--- src/rtl/ex_wb_seq_pkg.sv ---
// Shared types and constants for the execute-to-writeback stage.
package ex_wb_seq_pkg;

  localparam int unsigned DATA_W_DEFAULT = 32;
  localparam int unsigned RA_W_DEFAULT   = 4;

  // ALU flag vector bit positions
  localparam int unsigned FLAG_SAT = 4;
  localparam int unsigned FLAG_N   = 3;
  localparam int unsigned FLAG_Z   = 2;
  localparam int unsigned FLAG_C   = 1;
  localparam int unsigned FLAG_V   = 0;

  typedef enum logic [1:0] {
    S_IDLE = 2'd0,
    S_WR1  = 2'd1,
    S_HI   = 2'd2
  } state_e;

endpackage

--- src/rtl/ex_wb_seq_flag_reg.sv ---
// Architectural NZCV flags and sticky Q saturation flag.
module ex_wb_seq_flag_reg
  import ex_wb_seq_pkg::*;
(
  input  logic       clk_i,
  input  logic       rst_ni,
  input  logic       accept_i,
  input  logic       cond_ex_i,
  input  logic [1:0] flag_write_i,
  input  logic [4:0] alu_flags_i,
  input  logic       clear_q_i,
  output logic [3:0] nzcv_o,
  output logic       q_flag_o
);

  logic [3:0] nzcv_q, nzcv_d;
  logic       q_q, q_d;
  logic       upd;

  assign upd = accept_i & cond_ex_i;

  always_comb begin
    nzcv_d = nzcv_q;
    q_d    = q_q;
    if (upd && flag_write_i[1]) begin
      nzcv_d[3] = alu_flags_i[FLAG_N];
      nzcv_d[2] = alu_flags_i[FLAG_Z];
    end
    if (upd && flag_write_i[0]) begin
      nzcv_d[1] = alu_flags_i[FLAG_C];
      nzcv_d[0] = alu_flags_i[FLAG_V];
    end
    // Set takes priority over a simultaneous clear.
    if (upd && alu_flags_i[FLAG_SAT]) begin
      q_d = 1'b1;
    end else if (clear_q_i) begin
      q_d = 1'b0;
    end
  end

  always_ff @(posedge clk_i) begin
    if (!rst_ni) begin
      nzcv_q <= 4'b0000;
      q_q    <= 1'b0;
    end else begin
      nzcv_q <= nzcv_d;
      q_q    <= q_d;
    end
  end

  assign nzcv_o   = nzcv_q;
  assign q_flag_o = q_q;

endmodule

--- src/rtl/ex_wb_seq.sv ---
// Execute-to-writeback stage: registers ALU results and sequences single-port
// register-file writes, splitting long results into Lo then Hi writes.
module ex_wb_seq
  import ex_wb_seq_pkg::*;
#(
  parameter int unsigned DATA_W = DATA_W_DEFAULT,
  parameter int unsigned RA_W   = RA_W_DEFAULT
) (
  input  logic              clk,
  input  logic              reset,
  input  logic              valid_in,
  output logic              ready_out,
  input  logic              cond_ex,
  input  logic [DATA_W-1:0] result,
  input  logic [DATA_W-1:0] result2,
  input  logic [4:0]        alu_flags,
  input  logic              reg_write,
  input  logic              long_op,
  input  logic [RA_W-1:0]   rd_lo,
  input  logic [RA_W-1:0]   rd_hi,
  input  logic [1:0]        flag_write,
  input  logic              clear_q,
  output logic              rf_we,
  output logic [RA_W-1:0]   rf_wa,
  output logic [DATA_W-1:0] rf_wd,
  output logic [3:0]        nzcv,
  output logic              q_flag
);

  state_e            state_q, state_d;
  logic              long_q, long_d;
  logic [RA_W-1:0]   rd_hi_q, rd_hi_d;
  logic [DATA_W-1:0] res2_q, res2_d;
  logic              rf_we_q, rf_we_d;
  logic [RA_W-1:0]   rf_wa_q, rf_wa_d;
  logic [DATA_W-1:0] rf_wd_q, rf_wd_d;
  logic              accept;
  logic              take;

  assign ready_out = !((state_q == S_WR1) && long_q);
  assign accept    = valid_in & ready_out;
  assign take      = accept & cond_ex & reg_write;

  // The Lo word goes straight into the rf_* registers on accept; only the
  // Hi half needs to be held for the following cycle.
  always_comb begin
    state_d = S_IDLE;
    long_d  = long_q;
    rd_hi_d = rd_hi_q;
    res2_d  = res2_q;
    rf_we_d = 1'b0;
    rf_wa_d = rf_wa_q;
    rf_wd_d = rf_wd_q;
    if ((state_q == S_WR1) && long_q) begin
      state_d = S_HI;
      rf_we_d = 1'b1;
      rf_wa_d = rd_hi_q;
      rf_wd_d = res2_q;
    end else if (take) begin
      state_d = S_WR1;
      long_d  = long_op;
      rd_hi_d = rd_hi;
      res2_d  = result2;
      rf_we_d = 1'b1;
      rf_wa_d = rd_lo;
      rf_wd_d = result;
    end
  end

  always_ff @(posedge clk) begin
    if (!reset) begin
      state_q <= S_IDLE;
      long_q  <= 1'b0;
      rd_hi_q <= '0;
      res2_q  <= '0;
      rf_we_q <= 1'b0;
      rf_wa_q <= '0;
      rf_wd_q <= '0;
    end else begin
      state_q <= state_d;
      long_q  <= long_d;
      rd_hi_q <= rd_hi_d;
      res2_q  <= res2_d;
      rf_we_q <= rf_we_d;
      rf_wa_q <= rf_wa_d;
      rf_wd_q <= rf_wd_d;
    end
  end

  assign rf_we = rf_we_q;
  assign rf_wa = rf_wa_q;
  assign rf_wd = rf_wd_q;

  ex_wb_seq_flag_reg u_flag_reg (
    .clk_i        (clk),
    .rst_ni       (reset),
    .accept_i     (accept),
    .cond_ex_i    (cond_ex),
    .flag_write_i (flag_write),
    .alu_flags_i  (alu_flags),
    .clear_q_i    (clear_q),
    .nzcv_o       (nzcv),
    .q_flag_o     (q_flag)
  );

endmodule
--- config.mk ---
export PLATFORM = sky130hd
export DESIGN_NAME = ex_wb_seq
export DESIGN_NICKNAME = d
export VERILOG_FILES = /design/src/rtl/ex_wb_seq_pkg.sv /design/src/rtl/ex_wb_seq_flag_reg.sv /design/src/rtl/ex_wb_seq.sv
export SDC_FILE = /design/constraint.sdc
export NUM_CORES = 1
export LEC_CHECK = 0
export ABC_CLOCK_PERIOD_IN_PS = 2800
export CAP_MARGIN = 20
export CORE_ASPECT_RATIO = 0.6
export CORE_UTILIZATION = 47
export CTS_CLUSTER_SIZE = 12
export DETAILED_ROUTE_END_ITERATION = 12
export HOLD_SLACK_MARGIN = 0.1
export PLACE_DENSITY_LB_ADDON = 0.1
export SLEW_MARGIN = 40
export SYNTH_ARGS = -nofsm -noshare
export SYNTH_HDL_FRONTEND = slang
export SYNTH_HIERARCHICAL = 1
export SYNTH_SLANG_ARGS = --single-unit
--- constraint.sdc ---
create_clock -name clk -period 2.8 [get_ports clk]
set_input_delay 0.56 -clock clk [delete_from_list [all_inputs] [get_ports clk]]
set_output_delay 0.56 -clock clk [all_outputs]
set_load 0.05 [all_outputs]
# Word-level counts from Yosys, hierarchy flattened

Index checks and enable logic that the tools add are counted.

Register bits: 81
Input bits: 86
Output and inout port bits: 43
Word-level logic and storage cells: 36

Equality and inequality tests: 1
Mux-type cells: 10
Bitwise operators: 5
Reductions and logical operators: 9

Operators with widths:

| kind                                                             | number |
|---|---|
| 32-bit 2-to-1 mux                                                | 2 |
| 4-bit 2-to-1 mux                                                 | 2 |
| 1-bit 2-to-1 mux                                                 | 5 |
| 1-bit logical AND                                                | 4 |
| 2-bit nonzero test                                               | 2 |
| 1-bit AND                                                        | 3 |
| 2-bit by 1-bit == test with 1-bit output (second input constant) | 1 |
| 2-bit 2-to-1 mux                                                 | 1 |
| 1-bit NOT                                                        | 2 |
| 2-bit AND reduction                                              | 1 |
| 2-bit OR reduction                                               | 1 |
| 1-bit logical NOT                                                | 1 |

# Depth between registers and ports, before layout

Gate-level depths: netlist of the first run.

Word-level depth: 8
Depth in mapped cells: 5
Mapped depth without buffers: 4

# Hierarchy

The synthesis of the first run kept the hierarchy.

By module, submodules not included:

| module             | instances | cells an instance | area each (um2) | seq. area each (um2) |
|---|---|---|---|---|
| ex_wb_seq          | 1         | 371               | 3084.2          | 1521.5 |
| ex_wb_seq_flag_reg | 1         | 23                | 206.4           | 100.1 |

# Worst setup path after synthesis of the first run

Ideal clock, no wire load.

Path kind: reg2out
Start: register state_q[1]
End: output port ready_out
Arrival time: 0.912 ns
Data required time: 2.240 ns
Path slack: 1.328 ns
Stages on the path, launching flop included: 4
Path buffers: 2
Path through: dfxtp_1 > nand3b_4 > buf_2 > buf_2

Word-level cells in the longest chain between the ends: 3

RTL lines:

| element                                  | line            | RTL |
|---|---|---|
| start: declaration                       | ex_wb_seq.sv:30 | `state_e state_q, state_d;` |
| start signal: assignment                 | ex_wb_seq.sv:80 | `state_q <= state_d;` |
| 2-bit by 1-bit == test with 1-bit output | ex_wb_seq.sv:40 | `assign ready_out = !((state_q == S_WR1) && long_q);` |
| 1-bit logical AND                        | ex_wb_seq.sv:40 |  |
| 1-bit logical NOT                        | ex_wb_seq.sv:40 |  |
| end: declaration                         | ex_wb_seq.sv:12 | `output logic ready_out,` |

No other way between the ends.

# Worst setup path in the final report of the first run

Same ends and word-level chain as after synthesis.

==> results.json, run 1 <==
{
  "drv_slew": 0,
  "end_kind": "primary output",
  "clk_latency_ns": 0.33,
  "grtUsageMet2": 0.393,
  "fin_nets": 593,
  "drtIter0Drc": 172,
  "peakVddDrop_mv": 0.350,
  "required_ns": 2.24,
  "num_vias": 3045,
  "whs_path_depth": 2,
  "critPathMaxFanout": 33,
  "status": "complete, no violations",
  "design_area_mm2": 0.00489,
  "gr-usage-all-layers": 0.234,
  "synthDistinctLibCells": 20,
  "place_congestion": 0.767,
  "final_common_cell": "nand2_1",
  "synth_area_mm2": 0.00329,
  "remaining_drc_errors": 0,
  "p_leak_nw": 1.82,
  "die_area_mm2": 0.00735,
  "initial_core_util": 0.489,
  "grt_busiest_layer": "met2",
  "clk_path_buf_depth": 2,
  "min_period_over_period": 0.863,
  "cts_resized": 0,
  "antenna_cells": 0,
  "powerDensity_mw_per_mm2": 584,
  "die_h_um": 66.8,
  "area_growth_syn_to_layout_pct": 48.6,
  "placed_area_mm2": 0.00456,
  "wl_mm": 8.21,
  "ys_top_cells_by_area": "dfxtp_1 49%, nand2_1 18%, mux2i_1 12%, a31oi_1 6.8%, o21ai_0 5.5%",
  "fillers": 552,
  "rows": 23,
  "yosysSeqAreaShare": 0.493,
  "hold_class": "reg2reg",
  "synth_area_per_cell_um2": 8.35,
  "fin_worst_skew_ns": 0.00852,
  "dr.pass1.iters": 4,
  "clkTransAtPathRegs_ns": 0.06,
  "htree_levels": 3,
  "grt_max_degree": 60,
  "ys_warn_count": 6,
  "yosys.area.top_type_share": 0.493,
  "setup_violations": 0,
  "cap_violations": 0,
  "drive_above_1_share": 0.0508,
  "post_cts_buffers": 0,
  "io_buffer_count": 128,
  "relSlewSlack": 0.570,
  "tritoncts": "yes",
  "antenna_found_initial": 0,
  "worst_pin_slew_ns": 0.645,
  "grt_pass1_wl_mm": 13.1,
  "ys_async_sr_fraction": 0,
  "fmax_ghz": 0.414,
  "io_pins": 129,
  "cts-buffers-inserted": 9,
  "routed_via_density": 5.08,
  "grt_remaining_overflow": 0,
  "cp-start-kind": "register",
  "use_met1": 0.290,
  "core_mm2": 0.00673,
  "root_buffer": "clkbuf_16",
  "hold_violations": 0,
  "cts_hold_buf": 0,
  "rsz0062_at_grt": "false",
  "ant_nets": 0,
  "ys_ff_latch": 81,
  "wl_per_cell_um": 13.7,
  "grt_pass1_vias": 2781,
  "finalCriticalPeriod_ns": 2.42,
  "final_util": 0.726,
  "grt.met3_usage": 0.0744,
  "worstPathArrival_ns": 1.86,
  "reg2regPathDepth": 5,
  "final_cell_mix": "154 x nand2_1, 127 x clkdlybuf4s50_1, 81 x dfxtp_1, 41 x mux2i_1",
  "syn_nets": 480,
  "synthFlopType": "dfxtp_1",
  "worstSetupPathType": "reg2out",
  "yosys.area.top_type": "dfxtp_1",
  "synthCells": 394,
  "dp_hpwl_mm": 5.46,
  "clock_sinks": 81,
  "die_w_um": 110,
  "synth_edf_count": 0,
  "setup_tns_ns": 0
}
==> sequential cells by signal, indices dropped and copies added (netlist names) <==
register             cells
rf_wa                    4
res2_q                  32
rd_hi_q                  4
rf_wd                   32
rf_we                    1
state_q                  2
long_q                   1
u_flag_reg/nzcv_o        4
u_flag_reg/q_flag_o      1
==> synth_stat cells (4+ instances only) <==
master and number:
dfxtp_1 81, buf_4 5, clkbuf_1 17, o21ai_0 36
a31oi_1 36, buf_2 6, mux2i_1 41, buf_6 4
nand2_1 154, nand3_1 4
==> per-stage QoR <==
stage / power, mW / cells / hold slack, ns / setup WS (ns)
floorplan: 1.43 / 394 / 0.432 / 1.33
global placement: 1.61 / 583 / 0.439 / 0.618
detailed placement: 1.61 / 583 / 0.444 / 0.562
CTS: 2.87 / 599 / 0.456 / 0.382
global route: 2.96 / 599 / 0.476 / 0.318
finish: 2.85 / 599 / 0.452 / 0.383
==> where the power goes <==
group | switching (mW) | internal [mW]
Clock | 0.458 | 0.808
Sequential | 0.0199 | 1.19
Combinational | 0.186 | 0.188
==> worst max-delay path: stages (launching register included) <==
cell and delay [ns]:
dfxtp_1 0.31, nand3b_4 0.34, clkdlybuf4s50_1 0.88
==> cell families after synthesis <==
| family | share of synthesized area |
|---|---|
| AND/OR/NAND/NOR | 0.201 |
| flip-flops | 0.493 |
| buffers and inverters | 0.0548 |
| multiplexers | 0.125 |
| AO/OA/AOI/OAI | 0.127 |
==> metal layers <==
layer  vias up  wire, um  part of all wire
met3         8       553             0.067
met4         0        68            0.0083
met5         -         0                 0
li1       1551         -                 -
met2        89      3720              0.45
met1      1397      3860              0.47
==> path summary, 6_finish.rpt <==
path | startpoint | end | slack (ns)
worst max-delay path | state_q[1]$_SDFF_PN0_ | ready_out | 0.38
worst min-delay path | res2_q[31]$_SDFFE_PN0P_ | res2_q[31]$_SDFFE_PN0P_ | 0.45
worst max register to register | state_q[1]$_SDFF_PN0_ | u_flag_reg/nzcv_o[2]$_SDFFE_PN0P_ | 0.98
worst min register to register | res2_q[31]$_SDFFE_PN0P_ | res2_q[31]$_SDFFE_PN0P_ | 0.45
==> final cells by class <==
class                           count  area [um2]  share of cell area
Sequential cell                    81        1620               0.332
Multi-Input combinational cell    280        1490               0.305
Timing Repair Buffer              134        1340               0.273
Clock buffer                       10         239              0.0489
Tap cell                           87         109              0.0223
Clock inverter                      6        91.3              0.0187
Inverter                            1        3.75            0.000768
Power figures use the tool's default switching activity.
==> run 2: changes to the inputs <==
==> constraint.sdc (replaced) <==
create_clock -name clk -period 2.8 [get_ports clk]
set_input_delay 0.56 -clock clk [delete_from_list [all_inputs] [get_ports clk]]
set_output_delay 0.56 -clock clk [all_outputs]
set_load 0.005 [all_outputs]
==> run 2 against run 1 <==
Effect of this change:
- clock power shrank 9%
- worst setup slack gained 0.34 ns
- clock skew shrank 0.00051 ns
- critical path depth is the same
- largest power group is now registers
- highest routed layer unchanged
==> results.json, run 2 (synthesis gave the netlist of run 1 again) <==
{
  "status": "complete, no violations",
  "die_h_um": 66.8,
  "hold_class": "reg2reg",
  "cts_resized": 0,
  "drtIter0Drc": 182,
  "clk_latency_ns": 0.33,
  "rsz0062_at_grt": "false",
  "core_mm2": 0.00673,
  "antenna_cells": 0,
  "hold_violations": 0,
  "powerDensity_mw_per_mm2": 553,
  "dr.pass1.iters": 5,
  "end_kind": "primary output",
  "fin_worst_skew_ns": 0.00801,
  "seq_power_share": 0.453,
  "fmax_ghz": 0.481,
  "gr-usage-all-layers": 0.244,
  "crit_start": "long_q$_SDFFE_PN0P_",
  "final_cell_mix": "154 x nand2_1, 127 x clkdlybuf4s50_1, 81 x dfxtp_1, 41 x mux2i_1",
  "ant_nets": 0,
  "io_pins": 129,
  "critPathMaxFanout": 27,
  "grt_pass1_vias": 2895,
  "setup_violations": 0,
  "remaining_drc_errors": 0,
  "tritoncts": "yes",
  "place_congestion": 0.761,
  "clock_sinks": 81,
  "rows": 23,
  "rrSetupSlack_ns": 1.17,
  "fin_nets": 591,
  "dpl.cell_count": 581,
  "wl_per_cell_um": 14.3,
  "required_ns": 2.24,
  "cap_violations": 0,
  "die_w_um": 110,
  "root_buffer": "clkbuf_16",
  "htree_levels": 3,
  "post_cts_buffers": 0,
  "worst_pin_slew_ns": 0.657,
  "antenna_found_initial": 0,
  "dp_hpwl_mm": 5.64,
  "grt_max_degree": 79,
  "initial_core_util": 0.489,
  "fillers": 566,
  "finalCriticalPeriod_ns": 2.08,
  "clkTransAtPathRegs_ns": 0.06,
  "worstSetupPathType": "reg2out",
  "p_sw_mw": 0.586,
  "clk_path_buf_depth": 2,
  "grt_remaining_overflow": 0,
  "relSlewSlack": 0.562,
  "peakVddDrop_mv": 0.255,
  "drive_above_1_share": 0.0451,
  "num_vias": 3065,
  "cp-start-kind": "register",
  "io_buffer_count": 128,
  "grt_pass1_wl_mm": 13.6,
  "reg2regPathDepth": 3,
  "routed_via_density": 5.13,
  "p_int_mw": 2.09,
  "setup_tns_ns": 0,
  "wl_mm": 8.52,
  "cts-buffers-inserted": 9,
  "swShare": 0.219,
  "p_leak_nw": 1.79,
  "stdcell_count": 597,
  "drv_slew": 0,
  "worstReg2RegEnd": "res2_q[22]$_SDFFE_PN0P_",
  "combPwrFrac": 0.113,
  "r2r_start": "state_q[1]$_SDFF_PN0_",
  "clockPowerShare": 0.434,
  "area_growth_syn_to_layout_pct": 47.1,
  "die_area_mm2": 0.00735,
  "cts_hold_buf": 0,
  "worstPathArrival_ns": 1.52,
  "cp-endpoint": "ready_out",
  "final_common_cell": "nand2_1",
  "min_period_over_period": 0.743
}
-- run 2: worst max-delay path: stages (launching register included) --
cell and delay, ns:
dfxtp_1 0.37, nand3b_4 0.28, clkdlybuf4s50_1 0.54
-- run 2: worst min-delay path by stage --
stage	slack, ns	from	endpoint	cells after the start
after global routing	0.47	res2_q[6]$_SDFFE_PN0P_	res2_q[6]$_SDFFE_PN0P_	2
final	0.45	res2_q[25]$_SDFFE_PN0P_	res2_q[25]$_SDFFE_PN0P_	2
after CTS	0.45	res2_q[25]$_SDFFE_PN0P_	res2_q[25]$_SDFFE_PN0P_	2
after floorplan	0.43	rd_hi_q[0]$_SDFFE_PN0P_	rd_hi_q[0]$_SDFFE_PN0P_	2
after global placement	0.44	res2_q[23]$_SDFFE_PN0P_	res2_q[23]$_SDFFE_PN0P_	2
after detailed placement	0.44	res2_q[23]$_SDFFE_PN0P_	res2_q[23]$_SDFFE_PN0P_	2
-- run 2: layer usage --
metal  GRT usage  routed length [um]  share of wire
met5           0                   0              0
met4      0.0800                  57         0.0067
met3      0.0793                 695          0.082
met2       0.407                3960           0.46
met1       0.296                3810           0.45
-- run 2: area by class of cell --
cell class,instances,area (um2),area share
Clock inverter,5,55.1,0.0114
Timing Repair Buffer,132,1320,0.273
Tap cell,87,109,0.0225
Sequential cell,81,1620,0.335
Multi-Input combinational cell,280,1490,0.307
Inverter,1,3.75,0.000775
Clock buffer,11,243,0.0501
-- run 2: power by group through the flow --
stage               Clock (mW)  Combinational (mW)  Sequential, mW
floorplan                    0               0.119            1.24
global placement             0               0.295            1.24
detailed placement           0               0.302            1.24
CTS                       1.18               0.304            1.21
global route              1.24               0.329            1.22
finish                    1.16               0.302            1.21
-- run 2: through the flow --
step	setup WS, ns	power, mW	area (um2)	hold slack, ns	util
floorplan	1.40	1.36	3290	0.432	-
global placement	0.615	1.53	4540	0.439	0.675
detailed placement	0.508	1.54	4540	0.445	0.675
CTS	0.711	2.70	4840	0.455	0.719
global route	0.659	2.79	4840	0.470	0.719
finish	0.721	2.68	4840	0.453	0.719
